**src/rtl/stopwatch_pkg.sv**
```systemverilog
// Shared constants and types for the lap stopwatch: terminal op codes,
// control FSM states and field widths.
package stopwatch_pkg;

    localparam int unsigned TIME_W = 10;
    localparam int unsigned LAP_W  = 3 * TIME_W;

    localparam logic [10:0] OP_STARTSTOP = 11'b00001000000;
    localparam logic [10:0] OP_LAP       = 11'b00010000000;
    localparam logic [10:0] OP_CLEAR     = 11'b00100000000;

    typedef enum logic [1:0] {
        StIdle,
        StRun,
        StPaused
    } sw_state_e;

endpackage

```
**src/rtl/lap_fifo.sv**
```systemverilog
// First-word fall-through FIFO holding lap captures. A push into a full FIFO is
// accepted only when a pop frees the head in the same cycle; flush empties it.
module lap_fifo #(
    parameter int unsigned WIDTH = 30,
    parameter int unsigned DEPTH = 8
) (
    input  logic             clk,
    input  logic             reset_n,
    input  logic             flush,
    input  logic             push,
    input  logic             pop,
    input  logic [WIDTH-1:0] din,
    output logic             full,
    output logic             empty,
    output logic [WIDTH-1:0] dout
);

    localparam int unsigned AW = (DEPTH > 1) ? $clog2(DEPTH) : 1;

    logic [WIDTH-1:0] mem_q [DEPTH];
    logic [WIDTH-1:0] mem_d [DEPTH];
    logic [AW:0]      wr_ptr_q, wr_ptr_d;
    logic [AW:0]      rd_ptr_q, rd_ptr_d;
    logic             push_ok, pop_ok;

    // Pointers carry one extra wrap bit to tell full from empty.
    assign empty = (wr_ptr_q == rd_ptr_q);
    assign full  = (wr_ptr_q[AW] != rd_ptr_q[AW]) && (wr_ptr_q[AW-1:0] == rd_ptr_q[AW-1:0]);
    assign dout  = empty ? '0 : mem_q[rd_ptr_q[AW-1:0]];

    assign pop_ok  = pop & ~empty & ~flush;
    assign push_ok = push & (~full | pop_ok) & ~flush;

    always_comb begin
        mem_d    = mem_q;
        wr_ptr_d = wr_ptr_q;
        rd_ptr_d = rd_ptr_q;
        if (flush) begin
            wr_ptr_d = '0;
            rd_ptr_d = '0;
        end else begin
            if (push_ok) begin
                mem_d[wr_ptr_q[AW-1:0]] = din;
                wr_ptr_d                = wr_ptr_q + (AW + 1)'(1);
            end
            if (pop_ok) begin
                rd_ptr_d = rd_ptr_q + (AW + 1)'(1);
            end
        end
    end

    always_ff @(posedge clk or negedge reset_n) begin
        if (!reset_n) begin
            mem_q    <= '{default: '0};
            wr_ptr_q <= '0;
            rd_ptr_q <= '0;
        end else begin
            mem_q    <= mem_d;
            wr_ptr_q <= wr_ptr_d;
            rd_ptr_q <= rd_ptr_d;
        end
    end

endmodule

```
**src/rtl/stopwatch_lap.sv**
```systemverilog
// Lap stopwatch: prescaled mm:ss.hh counter with start/stop/clear control and an
// optional lap capture FIFO, enabled by defining STOPWATCH_LAP_EN.
module stopwatch_lap
    import stopwatch_pkg::*;
#(
    parameter int unsigned CLK_HZ    = 100_000_000,
    parameter int unsigned TICK_HZ   = 100,
    parameter int unsigned MAX_MIN   = 100,
    parameter int unsigned LAP_DEPTH = 8
) (
    input  logic              clk,
    input  logic              reset_n,
    input  logic              go,
    input  logic              op_valid,
    input  logic [10:0]       op_code,
    output logic [TIME_W-1:0] minutes,
    output logic [TIME_W-1:0] seconds,
    output logic [TIME_W-1:0] hundreth_sec,
    output logic              running,
    output logic              rollover,
    output logic              lap_valid,
    input  logic              lap_rd,
    output logic [LAP_W-1:0]  lap_time,
    output logic              lap_ovf
);

    localparam int unsigned DIV  = CLK_HZ / TICK_HZ;
    localparam int unsigned PS_W = (DIV > 1) ? $clog2(DIV) : 1;

    sw_state_e         state_q, state_d;
    logic              go_q, go_d;
    logic [PS_W-1:0]   ps_q, ps_d;
    logic [TIME_W-1:0] min_q, min_d, sec_q, sec_d, hs_q, hs_d;
    logic              rollover_q, rollover_d;
    logic              ss_evt, clr, lap_req, tick;

    assign ss_evt  = (go & ~go_q) | (op_valid & (op_code == OP_STARTSTOP));
    assign clr     = op_valid & (op_code == OP_CLEAR);
    assign lap_req = op_valid & (op_code == OP_LAP) & (state_q == StRun);

    always_comb begin
        state_d    = state_q;
        go_d       = go;
        ps_d       = ps_q;
        min_d      = min_q;
        sec_d      = sec_q;
        hs_d       = hs_q;
        rollover_d = rollover_q;
        tick       = 1'b0;
        if (clr) begin
            state_d    = StIdle;
            ps_d       = '0;
            min_d      = '0;
            sec_d      = '0;
            hs_d       = '0;
            rollover_d = 1'b0;
        end else begin
            if (state_q == StRun) begin
                if (ps_q == PS_W'(DIV - 1)) begin
                    ps_d = '0;
                    tick = 1'b1;
                end else begin
                    ps_d = ps_q + PS_W'(1);
                end
            end
            if (tick) begin
                if (hs_q == TIME_W'(99)) begin
                    hs_d = '0;
                    if (sec_q == TIME_W'(59)) begin
                        sec_d = '0;
                        if (min_q == TIME_W'(MAX_MIN - 1)) begin
                            min_d      = '0;
                            rollover_d = 1'b1;
                        end else begin
                            min_d = min_q + TIME_W'(1);
                        end
                    end else begin
                        sec_d = sec_q + TIME_W'(1);
                    end
                end else begin
                    hs_d = hs_q + TIME_W'(1);
                end
            end
            if (ss_evt) begin
                state_d = (state_q == StRun) ? StPaused : StRun;
            end
        end
    end

    always_ff @(posedge clk or negedge reset_n) begin
        if (!reset_n) begin
            state_q    <= StIdle;
            go_q       <= 1'b0;
            ps_q       <= '0;
            min_q      <= '0;
            sec_q      <= '0;
            hs_q       <= '0;
            rollover_q <= 1'b0;
        end else begin
            state_q    <= state_d;
            go_q       <= go_d;
            ps_q       <= ps_d;
            min_q      <= min_d;
            sec_q      <= sec_d;
            hs_q       <= hs_d;
            rollover_q <= rollover_d;
        end
    end

    assign minutes      = min_q;
    assign seconds      = sec_q;
    assign hundreth_sec = hs_q;
    assign running      = (state_q == StRun);
    assign rollover     = rollover_q;

`ifdef STOPWATCH_LAP_EN
    logic fifo_full, fifo_empty, lap_pop, lap_drop;
    logic lap_ovf_q, lap_ovf_d;

    assign lap_pop  = lap_rd & ~fifo_empty;
    // A pop in the same cycle makes room, so only an unrelieved full push drops.
    assign lap_drop = lap_req & fifo_full & ~lap_pop;

    lap_fifo #(
        .WIDTH(LAP_W),
        .DEPTH(LAP_DEPTH)
    ) u_lap_fifo (
        .clk    (clk),
        .reset_n(reset_n),
        .flush  (clr),
        .push   (lap_req),
        .pop    (lap_pop),
        .din    ({min_q, sec_q, hs_q}),
        .full   (fifo_full),
        .empty  (fifo_empty),
        .dout   (lap_time)
    );

    always_comb begin
        lap_ovf_d = lap_ovf_q;
        if (clr) begin
            lap_ovf_d = 1'b0;
        end else if (lap_drop) begin
            lap_ovf_d = 1'b1;
        end
    end

    always_ff @(posedge clk or negedge reset_n) begin
        if (!reset_n) begin
            lap_ovf_q <= 1'b0;
        end else begin
            lap_ovf_q <= lap_ovf_d;
        end
    end

    assign lap_valid = ~fifo_empty;
    assign lap_ovf   = lap_ovf_q;
`else
    localparam int unsigned lap_depth_unused = LAP_DEPTH;
    logic lap_unused;

    assign lap_unused = lap_rd ^ lap_req;
    assign lap_valid  = 1'b0;
    assign lap_time   = '0;
    assign lap_ovf    = 1'b0;
`endif

endmodule

```
**config.mk**
```make
export PLATFORM = sky130hd
export DESIGN_NAME = stopwatch_lap
export DESIGN_NICKNAME = d
export VERILOG_FILES = /design/src/rtl/stopwatch_pkg.sv /design/src/rtl/lap_fifo.sv /design/src/rtl/stopwatch_lap.sv
export SDC_FILE = /design/constraint.sdc
export NUM_CORES = 1
export LEC_CHECK = 0
export BUFFER_PORTS_ARGS = -buffer_cell sky130_fd_sc_hd__buf_2
export CORE_MARGIN = 2
export CORE_UTILIZATION = 35
export CTS_CLUSTER_DIAMETER = 80
export DETAILED_ROUTE_END_ITERATION = 16
export PLACE_DENSITY_LB_ADDON = 0.15
export SLEW_MARGIN = 20
export SYNTH_ARGS = -nofsm -noshare
export SYNTH_HDL_FRONTEND = slang
export SYNTH_SLANG_ARGS = --single-unit
```
**constraint.sdc**
```tcl
create_clock -name clk -period 2.4 [get_ports clk]
set_input_delay 0.48 -clock clk [delete_from_list [all_inputs] [get_ports clk]]
set_output_delay 0.48 -clock clk [all_outputs]
set_load 0.01 [all_outputs]
```
Yosys cells after proc, flatten, opt, wreduce, memory -nomap -nowiden
Cells that the tools add are included.
W data, S select, Z words.
- bits in registers: 54
- input bits: 16
- logic and storage cells: 58
- equal/unequal tests: 7
- muxes and demuxes: 26
- add/sub/neg operators: 4
- bitwise operators: 5
- reduce and logical (&&, ||, !) cells: 9
- operator list (kind ; count):
    $mux W10 ; 12
    $mux W20 ; 3
    $add A10 B1 Y10 const B ; 3
    $add A20 B1 Y20 const B ; 1
    $eq A10 B7 Y1 const B ; 2
    $eq A20 B20 Y1 const B ; 1
    $reduce_bool A2 Y1 ; 6
    $eq A11 B7 Y1 const B ; 1
    $eq A11 B9 Y1 const B ; 1
    $eq A10 B6 Y1 const B ; 1
    $mux W1 ; 8
    $mux W2 ; 3
    $reduce_and A4 Y1 ; 1
    $and A1 B1 Y1 ; 3
    $reduce_and A3 Y1 ; 1
    $eq A2 B1 Y1 const B ; 1
    $reduce_and A2 Y1 ; 1
    $not A1 Y1 ; 1
    $or A1 B1 Y1 ; 1

Logic depth before layout (Yosys ltp)
Gate-level depths: netlist (run 1).
- depth in word-level cells: 6
- gate-level depth with buffers: 8
- gate-level depth less buffers: 6

Worst setup path after synthesis (run 1)
OpenSTA, ideal clock, no wires.
- path type: input -> register
- from: input op_code[1]
- to: register ps_q[1]
- setup slack: 149 ps
- stages: 5
- path buffers: 1
- arrival time: 2130 ps
- data required time: 2278 ps
- path through: or4_1 -> or3_1 -> or2_1 -> clkbuf_1 -> a32o_1
- cells in the longest elaborated chain, start to end: 3
- elaborated cells on any way between the ends: 4
- classes of those cells: eq/ne: 1; mux: 1; bitwise: 1; reduce/logical: 1
- ends and longest elaborated chain (element ; RTL line ; source):
    start, declared ; stopwatch_lap.sv:15 ; input logic [10:0] op_code,
    $eq A11 B9 Y1 (*) ; stopwatch_lap.sv:38 ; assign clr = op_valid & (op_code == OP_CLEAR);
    $and A1 B1 Y1 (*) ; stopwatch_lap.sv:38 ;
    $mux W20 or $reduce_bool A2 Y1 (tied branches) ; -- ;
    end signal, assigned ; stopwatch_lap.sv:102 ; ps_q <= ps_d;
    end, declared ; stopwatch_lap.sv:32 ; logic [PS_W-1:0] ps_q, ps_d;
Mark *: on every way between the ends. The rest lies on a longest branch, timed or not.
A chain may end at the register's enable or synchronous reset.

Worst setup path in the final report (run 1)
- from: register sec_q[8] (netlist: seconds[8])
- to: register min_q[4] (netlist: minutes[4])
- cells in the longest elaborated chain, start to end: 3
- ends and longest elaborated chain (element ; RTL line ; source):
    start, declared ; stopwatch_lap.sv:33 ; logic [TIME_W-1:0] min_q, min_d, sec_q, sec_d, hs_q, hs_d;
    start signal, assigned ; stopwatch_lap.sv:96 ; sec_q <= '0;
    start signal, assigned ; stopwatch_lap.sv:104 ; sec_q <= sec_d;
    $eq A10 B6 Y1 ; stopwatch_lap.sv:69 ; if (sec_q == TIME_W'(59)) begin
    $reduce_bool A2 Y1 (no source line) ; -- ;
    $reduce_and A3 Y1 (no source line) ; -- ;
    end signal, assigned ; stopwatch_lap.sv:103 ; min_q <= min_d;
    end, declared ; stopwatch_lap.sv:33 ;
No other way between the ends.

==> results.md, run 1 <==
- At the worst endpoint, the required time is 2610 ps.
- The synthesis-stage register bit count is 54.
- The final layout net count is 453.
- met2 is the most crowded layer.
- Buffers inserted to repair hold after CTS numbered 0.
- The number of cells on the worst reg-to-reg path is 7.
- The cell area that synthesis handed to floorplanning was 3280 µm².
- The placeable core region is 9150 µm².
- The count of routing violations after the opening detailed-route iteration is 122.
- The layout has 877 filler cells.
- The relative slew slack is 60.2%.
- The commonest cells after synthesis are sky130_fd_sc_hd__dfrtp_1, sky130_fd_sc_hd__o21ai_0, sky130_fd_sc_hd__buf_4.
- For flop-to-flop paths, the worst setup slack is 150 ps.
- STA classifies the critical path startpoint as a flop.
- Yosys instantiated no cell more often than sky130_fd_sc_hd__dfrtp_1.
- The count of endpoints failing hold in the final timing report was 0.
- At the end of routability-driven placement, the weighted congestion stood at 0.842.
- The detailed placer's ending HPWL is 5450 µm.
- Global routing finished with a remaining overflow of 0.
- The via count of the routed design is 2,929.
- The signal on the critical path passes through or3b_2 -> nor4_1 -> buf_4 -> a41oi_1 -> nand2b_1 -> buf_4 -> o31ai_1.
- During I/O placement, the number of pins put on the boundary was 80.
- The analysis attributes to cell leakage a power of 1.75 nW.
- The cell occurring most often along the worst timing path is sky130_fd_sc_hd__buf_4.
- The mean instance size in the synthesized netlist is 8.90 µm².
- The met1 global-route usage is 22.6%.
- The number of buffers and inverters on the critical path is 2.
- Synthesis handed over a netlist of 369 instances.
- Setup violations remaining at the end of the flow were counted as 0.
- The floorplan die area is 10,200 µm².
- In this run the horizontal extent of the chip is 101 µm.
- After routing the design area is 3870 µm².
- The cell sitting at the root of the clock tree is a sky130_fd_sc_hd__clkbuf_8.
- The worst clock skew on the final layout is 16.3 ps.
- The fraction of final layout cells with drive strength greater than 1 is 22.6%.
- The clock transition at the registers of the reported paths is 110 ps.
- The sequential area share after synthesis is 41.1%.
- The Yosys step of the flow raised 0 warnings.
- STA classifies the critical path endpoint as a flop.
- The via count of the first global-routing pass is 2,732.
- The met2 usage in global routing is 25.0%.
- After synthesis, the share of flip-flops with an asynchronous set or reset is 100%.
- The total clock buffers created by CTS is 5.
- The first global-routing pass estimated 13,100 µm of wire.
- The worst hold path belongs to the class in -> async.
- TritonCTS built the clock tree.
- The slowest stage of the critical path is the sky130_fd_sc_hd__or3b_2 cell.
- The number of antenna cells inserted is 0.
- Wires add up to 7810 µm.
- The met3 capacity usage during global routing is 2.36%.
- The max-capacitance violation count is 0.
- The average wire per cell in the routed design is 14.3 µm.
- The floorplan has 35 rows.
- The pin slew with the least headroom to its limit is 595 ps.
- The endpoint identified for the worst register-to-register timing path is minutes[4].
- Entering global routing, the biggest net connects 55 pins.
- After detailed routing, the number of vias per cell comes to 5.37.
- The maximum clock frequency is 0.445 GHz.
- The number of synthesized flops with an enable pin is 0.
- Setup repair after global routing left no endpoint under its margin.
- The number of I/O port buffers is 46.
- For this run, the slowest stage of the critical path takes 490 ps.
- The clock reaches the later pin of the worst-skew pair after 310 ps.
- The initial antenna violation count came to 0.
- The flow ran to the end, and the final reports show no timing, DRC or antenna violations.
- The gate family responsible for the most delay along the worst path is simple AND/OR/NAND/NOR gates.
- The highest net fanout along the worst path is 6.
- The max-slew violation total from the final report is 0.
- The startpoint of the worst register-to-register path is seconds[8].
- Ranked by total cell area, the synthesized netlist is headed by sky130_fd_sc_hd__dfrtp_1, sky130_fd_sc_hd__buf_4, sky130_fd_sc_hd__o21ai_0.
- Once detail routing completed, the nets flagged for antenna violations numbered 0.
- Data arrives at the worst endpoint at 2460 ps.
- Dividing the final minimum period by the clock period gives 93.6%.
- The most used flip-flop cell after synthesis is sky130_fd_sc_hd__dfrtp_1.
- The distinct cell type count after synthesis is 46.
- The time the final worst path needs with I/O delays and setup is 2250 ps.
- The first-pass iteration count of the detailed router is 4.
- Summed over its instances, the top area cell type makes up 41.1% of the synthesized netlist area.
- After detailed placement, the total cell area comes to 3720 µm².
- In the routed design, unresolved DRC markers number 0.
- The largest total area in the synthesized netlist belongs to sky130_fd_sc_hd__dfrtp_1.
- Across the VDD grid, the largest voltage drop is 0.237 mV.
- CTS saw 54 sinks.
- The total power draw is 2.44 mW.
- Measured along the y axis, the die boundary spans 101 µm.
- The number of buffers on the longest clock path is 2.
- From synthesis to final layout, the design area changed by 17.8%.
- The H-tree level count is 2.
- Global routing used 15.8% of the available tracks.
- By startpoint and endpoint, the worst setup path is classified as reg -> reg.
- Once the floorplan was initialized, standard cells occupied 35.9% of the core.
- The total power per unit cell area is 632 nW/µm².
[area by class of cell]
type | instances | area, µm² | share of cell area, %
clock buffer | 6 | 82.6 | 2.13
inverter | 7 | 26.3 | 0.679
clock inverter | 2 | 60.1 | 1.55
timing repair buffer | 72 | 475 | 12.3
tap | 111 | 139 | 3.59
multi-input combinational | 293 | 1740 | 44.8
sequential | 54 | 1350 | 34.9
[metrics by stage]
step	cells	TNS (ps)	hold slack, ps	utilization [%]	worst slack (ps)
after floorplan	400	0	184	-	149
after global placement	537	-124	480	40.6	-30.9
after detailed placement	537	-383	487	40.6	-69.0
after CTS	545	0	167	42.2	89.2
after global routing	545	0	188	42.3	23.0
final	545	0	151	42.3	153
[cells in the final DEF, fill, tap and decap left out, types with 13 or more instances in the layout]
master	netlist	layout
sky130_fd_sc_hd__nand3_1	20	20
sky130_fd_sc_hd__o31ai_1	13	13
sky130_fd_sc_hd__a31oi_1	22	22
sky130_fd_sc_hd__nor3_1	18	18
sky130_fd_sc_hd__nand2_1	29	29
sky130_fd_sc_hd__buf_4	32	22
sky130_fd_sc_hd__nor2_1	13	13
sky130_fd_sc_hd__dfrtp_1	54	54
sky130_fd_sc_hd__o21ai_0	42	42
sky130_fd_sc_hd__buf_2	4	46
sky130_fd_sc_hd__and3_1	13	13
sky130_fd_sc_hd__conb_1	1	32
[cells by family (layout without fill, tap and decap cells)]
group | count (synthesis) | count (layout) | share of synthesized area (%)
AOI/OAI and AO/OA | 97 | 97 | 18.1
muxes | 2 | 2 | 0.686
other | 1 | 32 | 0.114
buffers and inverters | 53 | 87 | 9.87
xor gates and xnor gates | 5 | 5 | 1.33
and+or+nand+nor | 153 | 153 | 27.2
DFF | 54 | 54 | 41.1
adders and majority gates | 4 | 4 | 1.52
[report_power, final]
group	switching [mW]	internal (mW)
Combinational	0.359	0.270
Clock	0.315	0.445
Sequential	0.0733	0.982
[what timing repair did]
item	4_1_cts	5_1_grt
setup buffers	0	0
gates resized for setup	0	2
setup endpoints to repair	0	6
[metal layers]
metal | share of wire (%) | vias to the layer above
li1 | - | 1434
met1 | 50 | 1430
met2 | 46 | 61
met3 | 3.6 | 4
met4 | 0.78 | 0
met5 | 0 | -
[flip-flops by register name, indices dropped and copies added (netlist names)]
| signal | flops |
|---|---|
| hundreth_sec | 10 |
| go_q | 1 |
| seconds | 10 |
| minutes | 10 |
| ps_q | 20 |
| rollover | 1 |
| state_q | 2 |
[how the worst max path moves through the flow]
stage	cells past startpoint	to	from
after floorplan	5	ps_q[1]	op_code[1]
after global placement	6	hundreth_sec[9]	op_code[5]
after detailed placement	6	hundreth_sec[7]	op_code[5]
after CTS	7	hundreth_sec[6]	ps_q[0]
after global routing	7	ps_q[13]	ps_q[0]
final	7	minutes[4]	seconds[8]
Power figures use the tool's default switching activity.
==> run 2: changes to the inputs <==
--- a/config.mk
+++ b/config.mk
@@ -8,3 +8,2 @@
 export BUFFER_PORTS_ARGS = -buffer_cell sky130_fd_sc_hd__buf_2
-export CORE_MARGIN = 2
 export CORE_UTILIZATION = 35
@@ -12,3 +11,3 @@
 export DETAILED_ROUTE_END_ITERATION = 16
-export PLACE_DENSITY_LB_ADDON = 0.15
+export PLACE_DENSITY = 0.55
 export SLEW_MARGIN = 20
==> constraint.sdc (replaced) <==
create_clock -name clk -period 2.4 [get_ports clk]
set_input_delay 0 -clock clk [delete_from_list [all_inputs] [get_ports clk]]
set_output_delay 0 -clock clk [all_outputs]
set_load 0.01 [all_outputs]
==> results.md, run 2 (same netlist as run 1, synthesis figures left out) <==
- The number of antenna diodes in the final layout is 0.
- The number of buffers on the longest clock path is 2.
- The maximum number of pins on one net before global-route repair is 31.
- The count of routing violations after the opening detailed-route iteration is 147.
- The H-tree generated during clock tree synthesis spans 2 levels.
- The signal on the critical path passes through ha_1 -> nor4b_1 -> and3_1 -> a31oi_1 -> or3_1 -> o31ai_1.
- For the finished layout, the period the worst path requires is 2250 ps.
- Clock skew on the completed layout was measured at 9.04 ps.
- Of all nets on the critical path, the largest fanout is 9.
- For this configuration, the core starts out at a cell density of 36.9%.
- From left edge to right edge, the die measures 98.9 µm.
- The remaining routing DRC violations is 0.
- The data arrival time of the critical path is 2470 ps.
- The count of placed standard cells including taps is 524.
- The row count is 34.
- The overall fraction of global-route tracks in use is 16.6%.
- The share of total power dissipated in sequential elements is 48.5%.
- The worst register-to-register path begins at hundreth_sec[0].
- The average wire per cell in the routed design is 14.6 µm.
- The floorplan die area is 9780 µm².
- The required time reported for the critical path endpoint is 2620 ps.
- The library cell used most frequently in the layout, excluding fill and tap cells, is sky130_fd_sc_hd__dfrtp_1.
- The synthesis-to-finish area growth is 13.2%.
- The via count of the first global-routing pass is 2,609.
- In the routed layout, each cell is associated on average with a via count of 5.38.
- From bottom edge to top edge, the die measures 98.9 µm.
- Headroom to the max-slew limit came out at 66.3%.
- The category of the critical setup timing path is reg -> reg.
- The count of nets left with antenna violations once routing finished came out at 0.
- The register with the most flip-flops in the layout has 20 of them.
- Setup repair after global routing left no endpoint under its margin.
- The startpoint class of the critical path is a flop.
- The worst IR drop on VDD is 0.262 mV.
- STA classifies the critical path endpoint as a flop.
- Of the total power, the share spent switching nets is 34.4%.
- Before antenna repair, the detailed router went through 4 iterations.
- Once layout is complete, the cells apart from fillers number 534.
- The register name with the most flops is ps_q.
- The design internal power is 1.44 mW.
- The min-delay analysis places its worst path in the category in -> async.
- The clock transition at the registers of the reported paths is 110 ps.
- Summed over all failing endpoints, the final setup total negative slack is 0 ps.
- Setup violations remaining at the end of the flow were counted as 0.
- The register-to-register setup slack is 150 ps.
- Across the run, the number of max-cap violations was 0.
- 80 I/O pins were placed.
- Wires add up to 7800 µm.
- In the layout the commonest cells are sky130_fd_sc_hd__dfrtp_1, sky130_fd_sc_hd__buf_2, sky130_fd_sc_hd__o21ai_0.
- The number of I/O port buffers is 46.
- The endpoint of the worst-slack reg-to-reg timing path is seconds[4].
- The via count of the routed design is 2,874.
- Of the total power, combinational logic draws 26.9%.
- The critical path ends at seconds[4].
- The leakage power figure is 1.66 nW.
- Derived from the worst setup path, the maximum achievable clock frequency is 0.444 GHz.
- The final clock period utilization by the worst path is 93.8%.
- The final worst-path setup slack is 150 ps.
- The total net switching power is 0.753 mW.
- The total power per unit cell area is 588 nW/µm².
- The insertion delay of the later-clocked pin in the worst-skew pair is 320 ps.
- The number of clock sinks is 54.
- The TritonCTS clock tree is done.
- The first global-routing pass estimated 13,200 µm of wire.
- The depth of the worst register-to-register path is 6.
- The final layout net count is 445.
- The worst-case setup slack after placement is 154 ps.
- The run finished with clean final reports.
- For this run, the slowest stage of the critical path takes 490 ps.
- The total area inside the core boundary comes to 8890 µm².
- The pin slew with the least headroom to its limit is 504 ps.
- The wire-length estimate of the detail-placed layout is 5540 µm.
- The initial antenna violation count came to 0.
- Clock tree synthesis selected as its root buffer the cell sky130_fd_sc_hd__clkbuf_8.
- The count of endpoints failing hold in the final timing report is 0.
- The slowest stage of the critical path belongs to the cell sky130_fd_sc_hd__or3_1.
- Clock tree synthesis inserted a total of 5 buffers.
- The routability congestion estimate from global placement is 0.807.
- The critical path startpoint is hundreth_sec[0].
- In the final layout, the share of cells above drive strength 1 is 20.4%.
- For this run the aggregate overflow at the end of global routing stands at 0.
- The max-slew violation total from the final report came to 0.
- The power share of the clock group is 24.6%.
-- run 2: area by class of cell --
cell class,count,area (µm²)
flip-flops and latches,54,1350
inverters,7,26.3
clock inverters,3,25.0
fillers,896,5170
well taps,108,135
multi-input cells,293,1730
repair buffers,64,383
clock buffers,5,68.8
-- run 2: power groups by stage --
stage	Combinational (mW)	Clock, mW	Sequential [mW]
6_report	0.590	0.538	1.06
5_1_grt	0.650	0.608	1.07
4_1_cts	0.586	0.567	1.06
3_5_place_dp	0.579	0	1.08
3_3_place_gp	0.568	0	1.07
2_1_floorplan	0.429	0	1.06
-- run 2: per-layer routing --
layer	part of all wire, %	GRT usage (%)	up-vias
li1	-	-	1418
met1	48	22.8	1386
met2	48	26.9	64
met3	3.6	3.19	6
met4	0.74	3.79	0
met5	0	0	-
-- run 2: stage by stage --
step / util, % / power, mW / cell area (µm²) / hold slack, ps
final: 41.8 / 2.19 / 3720 / 189
after global routing: 41.8 / 2.33 / 3720 / 238
after CTS: 41.8 / 2.21 / 3710 / 206
after detailed placement: 40.5 / 1.66 / 3600 / 11.2
after global placement: 40.5 / 1.64 / 3600 / -0.114
after floorplan: - / 1.49 / 3400 / -296
-- run 2: critical path: cells and delay by family, from the launching register on --
| kind | cells | cell delay, ps |
|---|---|---|
| fa+ha+maj | 1 | 260 |
| compound gates | 2 | 430 |
| simple gates | 3 | 1030 |
| flops | 1 | 430 |
-- run 2: worst min path at each step --
stage | startpoint | to | slack (ps) | depth (start not counted)
floorplan | reset_n | go_q | -300 | 0
global placement | reset_n | ps_q[16] | -0.1 | 1
detailed placement | reset_n | ps_q[16] | 10 | 1
CTS | reset_n | hundreth_sec[3] | 210 | 2
global route | reset_n | hundreth_sec[0] | 240 | 2
finish | reset_n | hundreth_sec[9] | 190 | 2
-- run 2: timing repair --
action                                  CTS  global route
hold endpoints to repair                 20             0
resized for setup                         0             1
buffers inserted                          0             0
endpoints found under the setup margin    0             1
hold buffers                              2             0
